`config.mk`:
```
export PLATFORM = sky130hd
export DESIGN_NAME = vp_arbiter
export DESIGN_NICKNAME = d
export VERILOG_FILES = /design/src/rtl/vp_arbiter.sv
export SDC_FILE = /design/constraint.sdc
export NUM_CORES = 1
export LEC_CHECK = 0
export CAP_MARGIN = 15
export CELL_PAD_IN_SITES_DETAIL_PLACEMENT = 0
export CELL_PAD_IN_SITES_GLOBAL_PLACEMENT = 1
export CORE_AREA = 5 5 346 348
export DETAILED_ROUTE_END_ITERATION = 12
export DIE_AREA = 0 0 351 353
export PLACE_DENSITY_LB_ADDON = 0.1
export RECOVER_POWER = 100
export SYNTH_ARGS = -nofsm -noshare
export SYNTH_HDL_FRONTEND = slang
export SYNTH_SLANG_ARGS = --single-unit
```
`constraint.sdc`:
```
create_clock -name clk -period 14.9 [get_ports clk]
set_clock_uncertainty 0.2 [all_clocks]
set_input_delay 4.47 -clock clk [delete_from_list [all_inputs] [get_ports clk]]
set_output_delay 4.47 -clock clk [all_outputs]
set_load 0.1 [all_outputs]
```
`src/rtl/vp_arbiter.sv`:
```
// vp_arbiter: round-robin arbiter/sequencer sharing one vector processor
// among NUM_REQ shader pipeline requesters. One transaction at a time:
// capture operands, pulse vp_start, wait for the result under a watchdog,
// and return a one-cycle response to the owning requester.
module vp_arbiter #(
   parameter int unsigned NUM_REQ        = 4,
   parameter int unsigned DATA_WIDTH     = 16,
   parameter int unsigned VECTOR_WIDTH   = 4,
   parameter int unsigned TIMEOUT_CYCLES = 64
) (
   input  logic                                      clk,
   input  logic                                      rst,
   input  logic [NUM_REQ-1:0]                        req_valid,
   input  logic [NUM_REQ*4-1:0]                      req_op,
   input  logic [NUM_REQ*VECTOR_WIDTH*DATA_WIDTH-1:0] req_vec_a,
   input  logic [NUM_REQ*VECTOR_WIDTH*DATA_WIDTH-1:0] req_vec_b,
   input  logic [NUM_REQ*DATA_WIDTH-1:0]             req_scalar,
   output logic [NUM_REQ-1:0]                        req_ready,
   output logic [NUM_REQ-1:0]                        rsp_valid,
   output logic [VECTOR_WIDTH*DATA_WIDTH-1:0]        rsp_data,
   output logic                                      rsp_timeout,
   output logic                                      vp_start,
   output logic [3:0]                                vp_operation,
   output logic [VECTOR_WIDTH*DATA_WIDTH-1:0]        vp_vec_a,
   output logic [VECTOR_WIDTH*DATA_WIDTH-1:0]        vp_vec_b,
   output logic [DATA_WIDTH-1:0]                     vp_scalar,
   input  logic                                      vp_busy,
   input  logic [VECTOR_WIDTH*DATA_WIDTH-1:0]        vp_result,
   input  logic                                      vp_result_valid,
   output logic [7:0]                                timeout_count,
   output logic                                      arb_busy
);

   localparam int unsigned VEC_W = VECTOR_WIDTH * DATA_WIDTH;
   localparam int unsigned IDX_W = (NUM_REQ > 2) ? $clog2(NUM_REQ) : 1;
   localparam int unsigned CW    = IDX_W + 1;
   localparam int unsigned WD_W  = $clog2(TIMEOUT_CYCLES);

   localparam logic [1:0] S_IDLE    = 2'd0;
   localparam logic [1:0] S_ISSUE   = 2'd1;
   localparam logic [1:0] S_WAIT    = 2'd2;
   localparam logic [1:0] S_RESPOND = 2'd3;

   logic [1:0]            state_q, state_d;
   logic [IDX_W-1:0]      ptr_q, ptr_d;
   logic [IDX_W-1:0]      owner_q, owner_d;
   logic [WD_W-1:0]       wdog_q, wdog_d;
   logic [NUM_REQ-1:0]    req_ready_q, req_ready_d;
   logic [NUM_REQ-1:0]    rsp_valid_q, rsp_valid_d;
   logic [VEC_W-1:0]      rsp_data_q, rsp_data_d;
   logic                  rsp_timeout_q, rsp_timeout_d;
   logic                  vp_start_q, vp_start_d;
   logic [3:0]            vp_operation_q, vp_operation_d;
   logic [VEC_W-1:0]      vp_vec_a_q, vp_vec_a_d;
   logic [VEC_W-1:0]      vp_vec_b_q, vp_vec_b_d;
   logic [DATA_WIDTH-1:0] vp_scalar_q, vp_scalar_d;
   logic [7:0]            timeout_count_q, timeout_count_d;
   logic                  arb_busy_q, arb_busy_d;

   logic                  grant_found;
   logic [IDX_W-1:0]      grant_idx;
   logic [CW-1:0]         cand_sum;
   logic [IDX_W-1:0]      cand_idx;
   logic [3:0]            sel_op;
   logic [VEC_W-1:0]      sel_vec_a;
   logic [VEC_W-1:0]      sel_vec_b;
   logic [DATA_WIDTH-1:0] sel_scalar;

   // Round-robin search: first valid requester at or after the pointer, with wrap
   always_comb begin
      grant_found = 1'b0;
      grant_idx   = '0;
      cand_sum    = '0;
      cand_idx    = '0;
      for (int unsigned i = 0; i < NUM_REQ; i++) begin
         cand_sum = {1'b0, ptr_q} + CW'(i);
         if (cand_sum >= CW'(NUM_REQ)) begin
            cand_sum = cand_sum - CW'(NUM_REQ);
         end
         cand_idx = cand_sum[IDX_W-1:0];
         if (!grant_found && req_valid[cand_idx]) begin
            grant_found = 1'b1;
            grant_idx   = cand_idx;
         end
      end
   end

   // Operand mux for the candidate winner
   always_comb begin
      sel_op     = '0;
      sel_vec_a  = '0;
      sel_vec_b  = '0;
      sel_scalar = '0;
      for (int unsigned i = 0; i < NUM_REQ; i++) begin
         if (grant_idx == IDX_W'(i)) begin
            sel_op     = req_op[i*4 +: 4];
            sel_vec_a  = req_vec_a[i*VEC_W +: VEC_W];
            sel_vec_b  = req_vec_b[i*VEC_W +: VEC_W];
            sel_scalar = req_scalar[i*DATA_WIDTH +: DATA_WIDTH];
         end
      end
   end

   // Next-state logic; every output is computed one cycle ahead so it is registered
   always_comb begin
      state_d         = state_q;
      ptr_d           = ptr_q;
      owner_d         = owner_q;
      wdog_d          = wdog_q;
      req_ready_d     = '0;
      rsp_valid_d     = '0;
      rsp_data_d      = rsp_data_q;
      rsp_timeout_d   = rsp_timeout_q;
      vp_start_d      = 1'b0;
      vp_operation_d  = vp_operation_q;
      vp_vec_a_d      = vp_vec_a_q;
      vp_vec_b_d      = vp_vec_b_q;
      vp_scalar_d     = vp_scalar_q;
      timeout_count_d = timeout_count_q;
      case (state_q)
         S_IDLE: begin
            if (grant_found && !vp_busy) begin
               owner_d                = grant_idx;
               vp_operation_d         = sel_op;
               vp_vec_a_d             = sel_vec_a;
               vp_vec_b_d             = sel_vec_b;
               vp_scalar_d            = sel_scalar;
               vp_start_d             = 1'b1;
               req_ready_d[grant_idx] = 1'b1;
               state_d                = S_ISSUE;
            end
         end
         S_ISSUE: begin
            if (owner_q == IDX_W'(NUM_REQ - 1)) begin
               ptr_d = '0;
            end else begin
               ptr_d = owner_q + IDX_W'(1);
            end
            wdog_d  = '0;
            state_d = S_WAIT;
         end
         S_WAIT: begin
            // A result on the last watchdog cycle takes priority over the timeout
            if (vp_result_valid) begin
               rsp_data_d           = vp_result;
               rsp_timeout_d        = 1'b0;
               rsp_valid_d[owner_q] = 1'b1;
               state_d              = S_RESPOND;
            end else if (wdog_q == WD_W'(TIMEOUT_CYCLES - 1)) begin
               rsp_data_d           = '0;
               rsp_timeout_d        = 1'b1;
               rsp_valid_d[owner_q] = 1'b1;
               if (timeout_count_q != 8'hFF) begin
                  timeout_count_d = timeout_count_q + 8'd1;
               end
               state_d = S_RESPOND;
            end else begin
               wdog_d = wdog_q + WD_W'(1);
            end
         end
         S_RESPOND: begin
            state_d = S_IDLE;
         end
         default: begin
            state_d = S_IDLE;
         end
      endcase
      arb_busy_d = (state_d != S_IDLE);
   end

   // State and output registers with asynchronous reset
   always_ff @(posedge clk or posedge rst) begin
      if (rst) begin
         state_q         <= S_IDLE;
         ptr_q           <= '0;
         owner_q         <= '0;
         wdog_q          <= '0;
         req_ready_q     <= '0;
         rsp_valid_q     <= '0;
         rsp_data_q      <= '0;
         rsp_timeout_q   <= 1'b0;
         vp_start_q      <= 1'b0;
         vp_operation_q  <= '0;
         vp_vec_a_q      <= '0;
         vp_vec_b_q      <= '0;
         vp_scalar_q     <= '0;
         timeout_count_q <= '0;
         arb_busy_q      <= 1'b0;
      end else begin
         state_q         <= state_d;
         ptr_q           <= ptr_d;
         owner_q         <= owner_d;
         wdog_q          <= wdog_d;
         req_ready_q     <= req_ready_d;
         rsp_valid_q     <= rsp_valid_d;
         rsp_data_q      <= rsp_data_d;
         rsp_timeout_q   <= rsp_timeout_d;
         vp_start_q      <= vp_start_d;
         vp_operation_q  <= vp_operation_d;
         vp_vec_a_q      <= vp_vec_a_d;
         vp_vec_b_q      <= vp_vec_b_d;
         vp_scalar_q     <= vp_scalar_d;
         timeout_count_q <= timeout_count_d;
         arb_busy_q      <= arb_busy_d;
      end
   end

   assign req_ready     = req_ready_q;
   assign rsp_valid     = rsp_valid_q;
   assign rsp_data      = rsp_data_q;
   assign rsp_timeout   = rsp_timeout_q;
   assign vp_start      = vp_start_q;
   assign vp_operation  = vp_operation_q;
   assign vp_vec_a      = vp_vec_a_q;
   assign vp_vec_b      = vp_vec_b_q;
   assign vp_scalar     = vp_scalar_q;
   assign timeout_count = timeout_count_q;
   assign arb_busy      = arb_busy_q;

endmodule

```
==> metrics.md, run 1 <==
| Metric | Value |
|---|---|
| Largest buffer count on any clock path | 3 |
| GP Congestion | 0.7540 |
| Ys flop type | dfrtp_1 |
| DRC violations left | 0 |
| Number of instances resized during post-cts repair | 0 |
| Peak VDD IR | 0.00007375 V |
| Number of primary I/O pins | between 800 and 900 |
| Data arrival, critical path | 11.16 ns |
| Worst path cell trace | dlygate4sd3_1 -> or3_1 -> o21ai_4 -> clkbuf_1 -> clkbuf_1 -> nor4_4 -> clkbuf_1 -> a32oi_1 -> o21ai_0 |
| Residual overflow from global routing | 0 |
| Vias/cell | slightly below 4 |
| Mean post-synth cell area | 9.781 µm² |
| Endpoints failing setup | 0 |
| Global routing's busiest layer | met2 |
| Maximum number of pins on one net before global-route repair | 98 |
| Worst Reg2Reg Path Length in Cells | 10 |
| Post-Synthesis Cells | 1,311 |
| Number of CTS-inserted buffers | 40 |
| Fill cell instance count of the final layout | about 13,000 |
| Termination of the worst setup path | vp_vec_b[26]$_DFFE_PP0P_ |
| DRT iter0 DRCs | approximately 550 |
| Detailed-placement wirelength estimate | 70.24 mm |
| Worst hold path stage count | 2 |
| Comb power frac | 0.660 |
| Sw frac | 0.6030 |
| Final setup TNS | 0 ns |
| Violated checks | capacitance limit, slew limit |
| P_sw | 3.622 mW |
| Buffer count from post-CTS setup fixing | 0 |
| Post-place setup slack | 6.321 ns |
| Relative slew slack | -2.356 |
| Number of violations of the max-capacitance limit | 7 |
| Buffer type at the clock tree root | clkbuf_16 |
| Kind of critical path | primary input to flip-flop |
| Syn Std Cell Area | 0.01282 mm² |
| Fraction of registers with async set or reset after synthesis | 1.000 |
| Number of placement rows | 125 |
| Area share of the largest cell type after synthesis | 0.4742 |
| Share of the cycle needed by the critical path after routing | 0.7329 |
| Register clock-pin slew on the reported worst setup and hold paths | ~0.050 ns |
| Most frequent cell after synthesis | dfrtp_1 |
| Core outline area | between 0.1 and 0.15 mm² |
| Average wire per standard cell | 25.38 µm |
| Pins over their slew limit | 367 |
| Clock network fraction of design power | 0.155 |
| Hold WC Path Type | flip-flop to flip-flop |
| CTS tree | done |
| Worst setup startpoint | req_valid[3] |
| Slowest library cell on the worst path | clkbuf_1 |
| Post-route setup slack | 3.980 ns |
| CP max stage delay | 2.41 ns |
| Total wire length | ~94 mm |
| Maximum fanout encountered on the critical timing path | between 50 and 60 |
| #FFs+latches synth | between 200 and 250 |
| Routing usage on met1 | 0.1468 |
| Detailed-router iteration count before antenna repair | 5 |
| Die outline height | 353 µm |
| Mapped Nets | a little under 2,000 |
| Hold buffer count at cts | 0 |
| Global-route usage over all layers | 0.1439 |
| Skew-Pair Late Insertion Delay | 0.58 ns |
| Commonest cells post-synth | dfrtp_1, and3_1, nand2_1, o21ai_1, o221ai_1 |
| Num Clock Sinks | 243 |
| Capturing point of the worst reg2reg path | vp_vec_b[26]$_DFFE_PP0P_ |
| Area Growth Syn to Fin | 90.82% |
| Most prevalent standard cell on the critical path | clkbuf_1 |
| Full die area | 0.1239 mm² |
| Layout net count | around 2,800 |
| Worst setup EP type | flip-flop |
| Area of the multi-input gates | 0.006093 mm² |
| Reg-to-Reg Start | state_q[0]$_DFF_PP0_ |
| Slew at the pin closest to its max-slew limit | 5.007 ns |
| Critical path required time | 15.14 ns |
| Ratio of cells with drive above 1 in the final layout | 0.04244 |
| Vias | 14,500 |
| Via count of the first global-routing pass | between 15,000 and 20,000 |
| Count of yosys warnings during synthesis | 0 |
| Part of the Yosys area used for sequential elements | 0.4742 |
| Starting density of the core | 0.1106 |
| ANT nets after route | 0 |
| Power share of the sequential group | 0.185 |
| Count of input and output buffers | slightly below 900 |
| Power per unit of standard cell area | 245.5 mW/mm² |
| Setup repair after global routing missed its margin | no |
| Area taken by flip-flops and latches | 0.006081 mm² |
| Pleak | 9.757 nW |
| Cell taking the most area after synthesis | dfrtp_1 |
| Width of the die | 351 µm |
| Number of flops mapped to enable cells by yosys | 0 |
| Fmax | 91.57 MHz |
| Ranking of synthesized cells by area | dfrtp_1, o221ai_1, and3_1, a211oi_1, a22o_1 |
| Launching element type of the critical path | primary input |
| Endpoints failing hold | 0 |
| Antenna violations before repair | 39 |
| Number of H-tree levels | 2 |
| Global-route wire length before repair | 126.9 mm |
| Met3 usage | 0.05887 |
| Result of the run | finished with violations |
| Number of unique standard cell types used by synthesis | 48 |
| Met2 GRT Util | 0.2666 |
| Shortest clock period the worst path allows after layout | 10.92 ns |
| Internal power contribution | 2.385 mW |
| Register-to-register setup slack | 8.19 ns |
| Final cell utilization of the core | 0.2111 |
==> through the flow <==
step / total power [mW] / hold slack, ns / instances / instance area (µm²)
after floorplan: 3.985 / 0.2690 / 1311 / 12820
after global placement: 5.302 / 0.2679 / 3605 / 23240
after detailed placement: 5.294 / 0.2733 / 3605 / 23240
after CTS: 6.278 / 0.2858 / 3668 / 24470
after global routing: 6.307 / 0.2931 / 3678 / 24440
final: 6.007 / 0.2713 / 3688 / 24470
==> per-layer routing <==
metal / vias up / share of wire
met1: 7014 / 0.36
li1: 6732 / -
met2: 606 / 0.52
met5: - / 0.0024
met3: 117 / 0.091
met4: 30 / 0.023
==> worst max-delay path, delay by kind of cell <==
kind / cells / cell delay (ns)
buf+inv: 4 / 5.29
compound gates: 3 / 0.69
simple gates: 2 / 0.59
==> sequential cells by signal (all words and copies together) (netlist names) <==
name,count
ptr_q,2
rsp_data,64
arb_busy,1
vp_vec_b,64
timeout_count,8
wdog_q,6
req_ready,4
vp_operation,4
rsp_timeout,1
vp_start,1
vp_scalar,16
vp_vec_a,64
owner_q,2
rsp_valid,4
state_q,2
==> worst min path at each step <==
stage,start,to
2_1_floorplan,wdog_q[0]$_DFFE_PP0P_,wdog_q[0]$_DFFE_PP0P_
3_3_place_gp,vp_scalar[15]$_DFFE_PP0P_,vp_scalar[15]$_DFFE_PP0P_
3_5_place_dp,vp_vec_a[48]$_DFFE_PP0P_,vp_vec_a[48]$_DFFE_PP0P_
4_1_cts,vp_vec_a[48]$_DFFE_PP0P_,vp_vec_a[48]$_DFFE_PP0P_
5_1_grt,vp_vec_a[48]$_DFFE_PP0P_,vp_vec_a[48]$_DFFE_PP0P_
6_report,vp_vec_a[23]$_DFFE_PP0P_,vp_vec_a[23]$_DFFE_PP0P_
==> power by group through the flow <==
| stage | Combinational, mW | Sequential, mW | Clock (mW) |
|---|---|---|---|
| 3_3_place_gp | 4.17 | 1.13 | 0 |
| 5_1_grt | 4.15 | 1.16 | 0.998 |
| 3_5_place_dp | 4.16 | 1.14 | 0 |
| 2_1_floorplan | 0.842 | 3.14 | 0 |
| 4_1_cts | 4.17 | 1.13 | 0.982 |
| 6_report | 3.97 | 1.11 | 0.929 |
==> placed cells by master (no fill, tap or decap), types with 2 or more instances in the layout <==
cell type and n:
dlygate4sd3_1 229, inv_6 2, ha_1 9, clkbuf_8 5
o21ai_1 26, clkdlybuf4s50_1 660, nand2_1 118, clkbuf_16 40
diode_2 20, o21ai_0 119, buf_4 17, a22o_1 64
inv_2 2, clkbuf_1 19, dfrtp_1 243, o211ai_1 19
clkinv_2 4, a32oi_1 16, xor2_1 6, a221oi_1 28
inv_1 4, o22ai_1 17, a21boi_0 28, nor2_1 40
nand4_1 5, nand2b_1 3, and3_1 127, a21oi_1 32
bufinv_16 2, nor2b_1 8, mux2i_1 22, xnor2_1 5
a211oi_1 94, o21ai_4 2, o221ai_1 104
==> logic make-up (layout without fill, tap and decap cells) <==
| kind of cell | count (synthesis) | in the layout | share of synthesized area |
|---|---|---|---|
| buffers and inverters | 155 | 988 | 0.05621 |
| muxes | 23 | 23 | 0.01805 |
| other | 0 | 20 | 0 |
| DFF | 243 | 243 | 0.4742 |
| xor gates and xnor gates | 11 | 11 | 0.007513 |
| adders and majority gates | 9 | 9 | 0.008782 |
| AOI/OAI and AO/OA | 556 | 556 | 0.3115 |
| and+or+nand+nor | 314 | 314 | 0.1237 |
==> layout make-up <==
class | instances | area share
antenna | 20 | 0.002046
clock buffer | 53 | 0.04495
clock inverter | 10 | 0.005421
inverter | 8 | 0.001483
multi-input combinational | 913 | 0.2490
sequential | 243 | 0.2485
tap | 1524 | 0.07793
timing repair buffer | 917 | 0.3706
Power figures use the tool's default switching activity.
==> inputs of run 2 (changes only) <==
--- a/config.mk
+++ b/config.mk
@@ -8,9 +8,9 @@
 export CAP_MARGIN = 15
 export CELL_PAD_IN_SITES_DETAIL_PLACEMENT = 0
 export CELL_PAD_IN_SITES_GLOBAL_PLACEMENT = 1
-export CORE_AREA = 5 5 346 348
+export CORE_AREA = 5 5 349 351
 export DETAILED_ROUTE_END_ITERATION = 12
-export DIE_AREA = 0 0 351 353
+export DIE_AREA = 0 0 354 356
 export PLACE_DENSITY_LB_ADDON = 0.1
 export RECOVER_POWER = 100
 export SYNTH_ARGS = -nofsm -noshare
==> constraint.sdc (replaced) <==
create_clock -name clk -period 11.1 [get_ports clk]
set_clock_uncertainty 0.2 [all_clocks]
set_input_delay 3.33 -clock clk [delete_from_list [all_inputs] [get_ports clk]]
set_output_delay 3.33 -clock clk [all_outputs]
set_load 0.1 [all_outputs]
==> run 2 against run 1 <==
Clock-buffer cell count rose by 5. Combinational power is 34% higher. Via count increased by 0.72%. Sequential cell count is the same. Routed wire length is 1.0% higher. Worst setup slack lost 1.1 ns. Utilization down 0.48 points. The flow still finishes with violations (capacitance limit, slew limit). Die area grew 1.7%. Worst hold slack hardly changed. Critical endpoint is now vp_vec_b[54]$_DFFE_PP0P_. Sequential share of layout area about the same. Clock power rose by 31%.
==> metrics.md, run 2 (synthesis results as in run 1) <==
| Metric | Value |
|---|---|
| Area Growth Syn to Fin | 91.01% (was 90.82%) |
| Num Clock Sinks | 243 (unchanged) |
| Global-route wire length before repair | 128.9 mm (was 126.9 mm) |
| Average wire per standard cell | 25.48 µm (was 25.38 µm) |
| DRT iter0 DRCs | 677 (was 553) |
| Number of CTS-inserted buffers | 38 (was 40) |
| ANT nets after route | 0 (unchanged) |
| Slowest library cell on the worst path | clkbuf_1 (unchanged) |
| CTS tree | done (unchanged) |
| Setup repair after global routing missed its margin | no (unchanged) |
| Number of violations of the max-capacitance limit | 6 (was 7) |
| Final setup TNS | 0 ns (unchanged) |
| Count of input and output buffers | 894 (unchanged) |
| Number of H-tree levels | 2 (unchanged) |
| Global-route usage over all layers | 0.1426 (was 0.1439) |
| Starting density of the core | 0.1080 (was 0.1106) |
| Data arrival, critical path | 8.50 ns (was 11.16 ns) |
| Fmax | 121.8 MHz |
| Maximum number of pins on one net before global-route repair | 154 (was 98) |
| Pleak | 9.759 nW (was 9.757 nW) |
| Violated checks | capacitance limit, slew limit (unchanged) |
| DP Area | 0.02330 mm² (was 0.02324 mm²) |
| Width of the die | 354 µm (was 351 µm) |
| Vias/cell | 3.934 (was 3.931) |
| Most common cell after layout, fill and taps aside | clkdlybuf4s50_1 (unchanged) |
| Launching element type of the critical path | primary input (unchanged) |
| Total wire length | 94.57 mm (was 93.60 mm) |
| Vias | 14,600 (was 14,500) |
| Worst setup EP type | flip-flop (unchanged) |
| Maximum fanout encountered on the critical timing path | 58 (was 56) |
| Hold WC Path Type | flip-flop to flip-flop (unchanged) |
| Finished layout cell area | 0.02449 mm² (was 0.02447 mm²) |
| Detailed-router iteration count before antenna repair | 4 (was 5) |
| Number of primary I/O pins | 895 (unchanged) |
| Via count of the first global-routing pass | 15,920 (was 15,900) |
| Skew-Pair Late Insertion Delay | 0.57 ns (was 0.58 ns) |
| Number of placement rows | 127 (was 125) |
| Pins over their slew limit | 302 (was 367) |
| Register clock-pin slew on the reported worst setup and hold paths | 0.05 ns (about the same) |
| Worst setup startpoint | req_valid[2] (was req_valid[3]) |
| Number of instances resized during post-cts repair | 0 (unchanged) |
| Worst path cell trace | dlygate4sd3_1 -> nor2b_1 -> a221o_4 -> nand2_4 -> clkbuf_1 -> buf_4 -> a211oi_1 -> o21ai_0 (was dlygate4sd3_1 -> or3_1 -> o21ai_4 -> clkbuf_1 -> clkbuf_1 -> nor4_4 -> clkbuf_1 -> a32oi_1 -> o21ai_0) |
| Buffer type at the clock tree root | clkbuf_16 (unchanged) |
| Slew at the pin closest to its max-slew limit | 5.122 ns (was 5.007 ns) |
| Power per unit of standard cell area | 328.4 mW/mm² (was 245.5 mW/mm²) |
| Core outline area | 0.1187 mm² (was 0.1159 mm²) |
| Kind of critical path | primary input to flip-flop (unchanged) |
| DRC violations left | 0 (unchanged) |
| Ratio of cells with drive above 1 in the final layout | 0.04103 (was 0.04244) |
| Relative slew slack | -2.433 (was -2.356) |
| Layout net count | 2,793 (was 2,796) |
| GP Congestion | 0.7602 (was 0.7540) |
| Largest buffer count on any clock path | 3 (unchanged) |
| Peak VDD IR | 0.0001319 V (was 0.00007375 V) |
| Die outline height | 356 µm (was 353 µm) |
| Startpoint of the worst hold path | vp_vec_a[1]$_DFFE_PP0P_ (was vp_vec_a[23]$_DFFE_PP0P_) |
| Endpoints failing setup | 0 (unchanged) |
| Residual overflow from global routing | 0 (unchanged) |
| Antenna violations before repair | 41 (was 39) |
| Buffer count from post-CTS setup fixing | 0 (unchanged) |
| Reg-to-Reg Start | ptr_q[0]$_DFFE_PP0P_ (was state_q[0]$_DFF_PP0_) |
| CP max stage delay | 1.76 ns (was 2.41 ns) |
| Endpoints failing hold | 0 (unchanged) |
| Most frequent cells in the layout | clkdlybuf4s50_1, dfrtp_1, dlygate4sd3_1, o21ai_0, and3_1 (was clkdlybuf4s50_1, dfrtp_1, dlygate4sd3_1, and3_1, o21ai_0) |
| Full die area | 0.1260 mm² (was 0.1239 mm²) |
| Share of the cycle needed by the critical path after routing | 0.7395 |
| Detailed-placement wirelength estimate | 70.15 mm (was 70.24 mm) |
| Result of the run | finished with violations (unchanged) |
| Shortest clock period the worst path allows after layout | 8.208 ns |
| Critical path required time | 11.39 ns (was 15.14 ns) |
| Hold buffer count at cts | 0 (unchanged) |
## run 2: where the power goes
| part | switching [mW] | internal [mW] | leakage, nW |
|---|---|---|---|
| Combinational | 4.15 | 1.17 | 6.16 |
| Clock | 0.498 | 0.725 | 0.586 |
| Sequential | 0.211 | 1.29 | 3.01 |
## run 2: final cells by class
class                      count  area [µm²]
fill                       13050       94210
timing repair buffer         916        9105
multi-input combinational    913        6086
sequential                   243        6081
tap                         1548        1937
clock buffer                  58        1096
clock inverter                 7       103.9
antenna                       19       47.55
inverter                       8       36.28
## run 2: final timing paths
| path | endpoint | depth (start not counted) | slack (ns) |
|---|---|---|---|
| hold reg to reg | vp_vec_a[1]$_DFFE_PP0P_ | 2 | 0.27 |
| min in group asynchronous | vp_operation[0]$_DFFE_PP0P_ | 2 | 4.58 |
| hold / removal | vp_vec_a[1]$_DFFE_PP0P_ | 2 | 0.27 |
| setup reg to reg | vp_vec_b[54]$_DFFE_PP0P_ | 7 | 5.88 |
| setup / recovery | vp_vec_b[54]$_DFFE_PP0P_ | 8 | 2.89 |
| max in group asynchronous | vp_vec_b[28]$_DFFE_PP0P_ | 3 | 3.76 |
## run 2: worst max-delay path, delay by kind of cell
family,cells,cell delay (ns)
AO/OA/AOI/OAI,3,1.02
buffers and inverters,3,3.27
AND/OR/NAND/NOR,2,0.64
## run 2: metrics by stage
step / utilization / std cells / total power, mW / hold slack [ns] / worst slack [ns]
6_report: 0.2063 / 3712 / 8.043 / 0.2713 / 2.892
5_1_grt: 0.2061 / 3699 / 8.441 / 0.2969 / 2.467
3_5_place_dp: 0.1963 / 3628 / 7.116 / 0.2694 / 3.671
2_1_floorplan: - / 1311 / 5.350 / 0.2690 / 0.8968
4_1_cts: 0.2064 / 3693 / 8.409 / 0.2829 / 4.310
3_3_place_gp: 0.1963 / 3628 / 7.126 / 0.2669 / 3.738
## run 2: routing by layer
metal  wire length (µm)  up-vias  track usage
met5                179        -            0
met3               9244      111      0.06280
li1                   -     6726            -
met4               1928       28      0.03632
met2              48670      613       0.2608
met1              34550     7126       0.1497
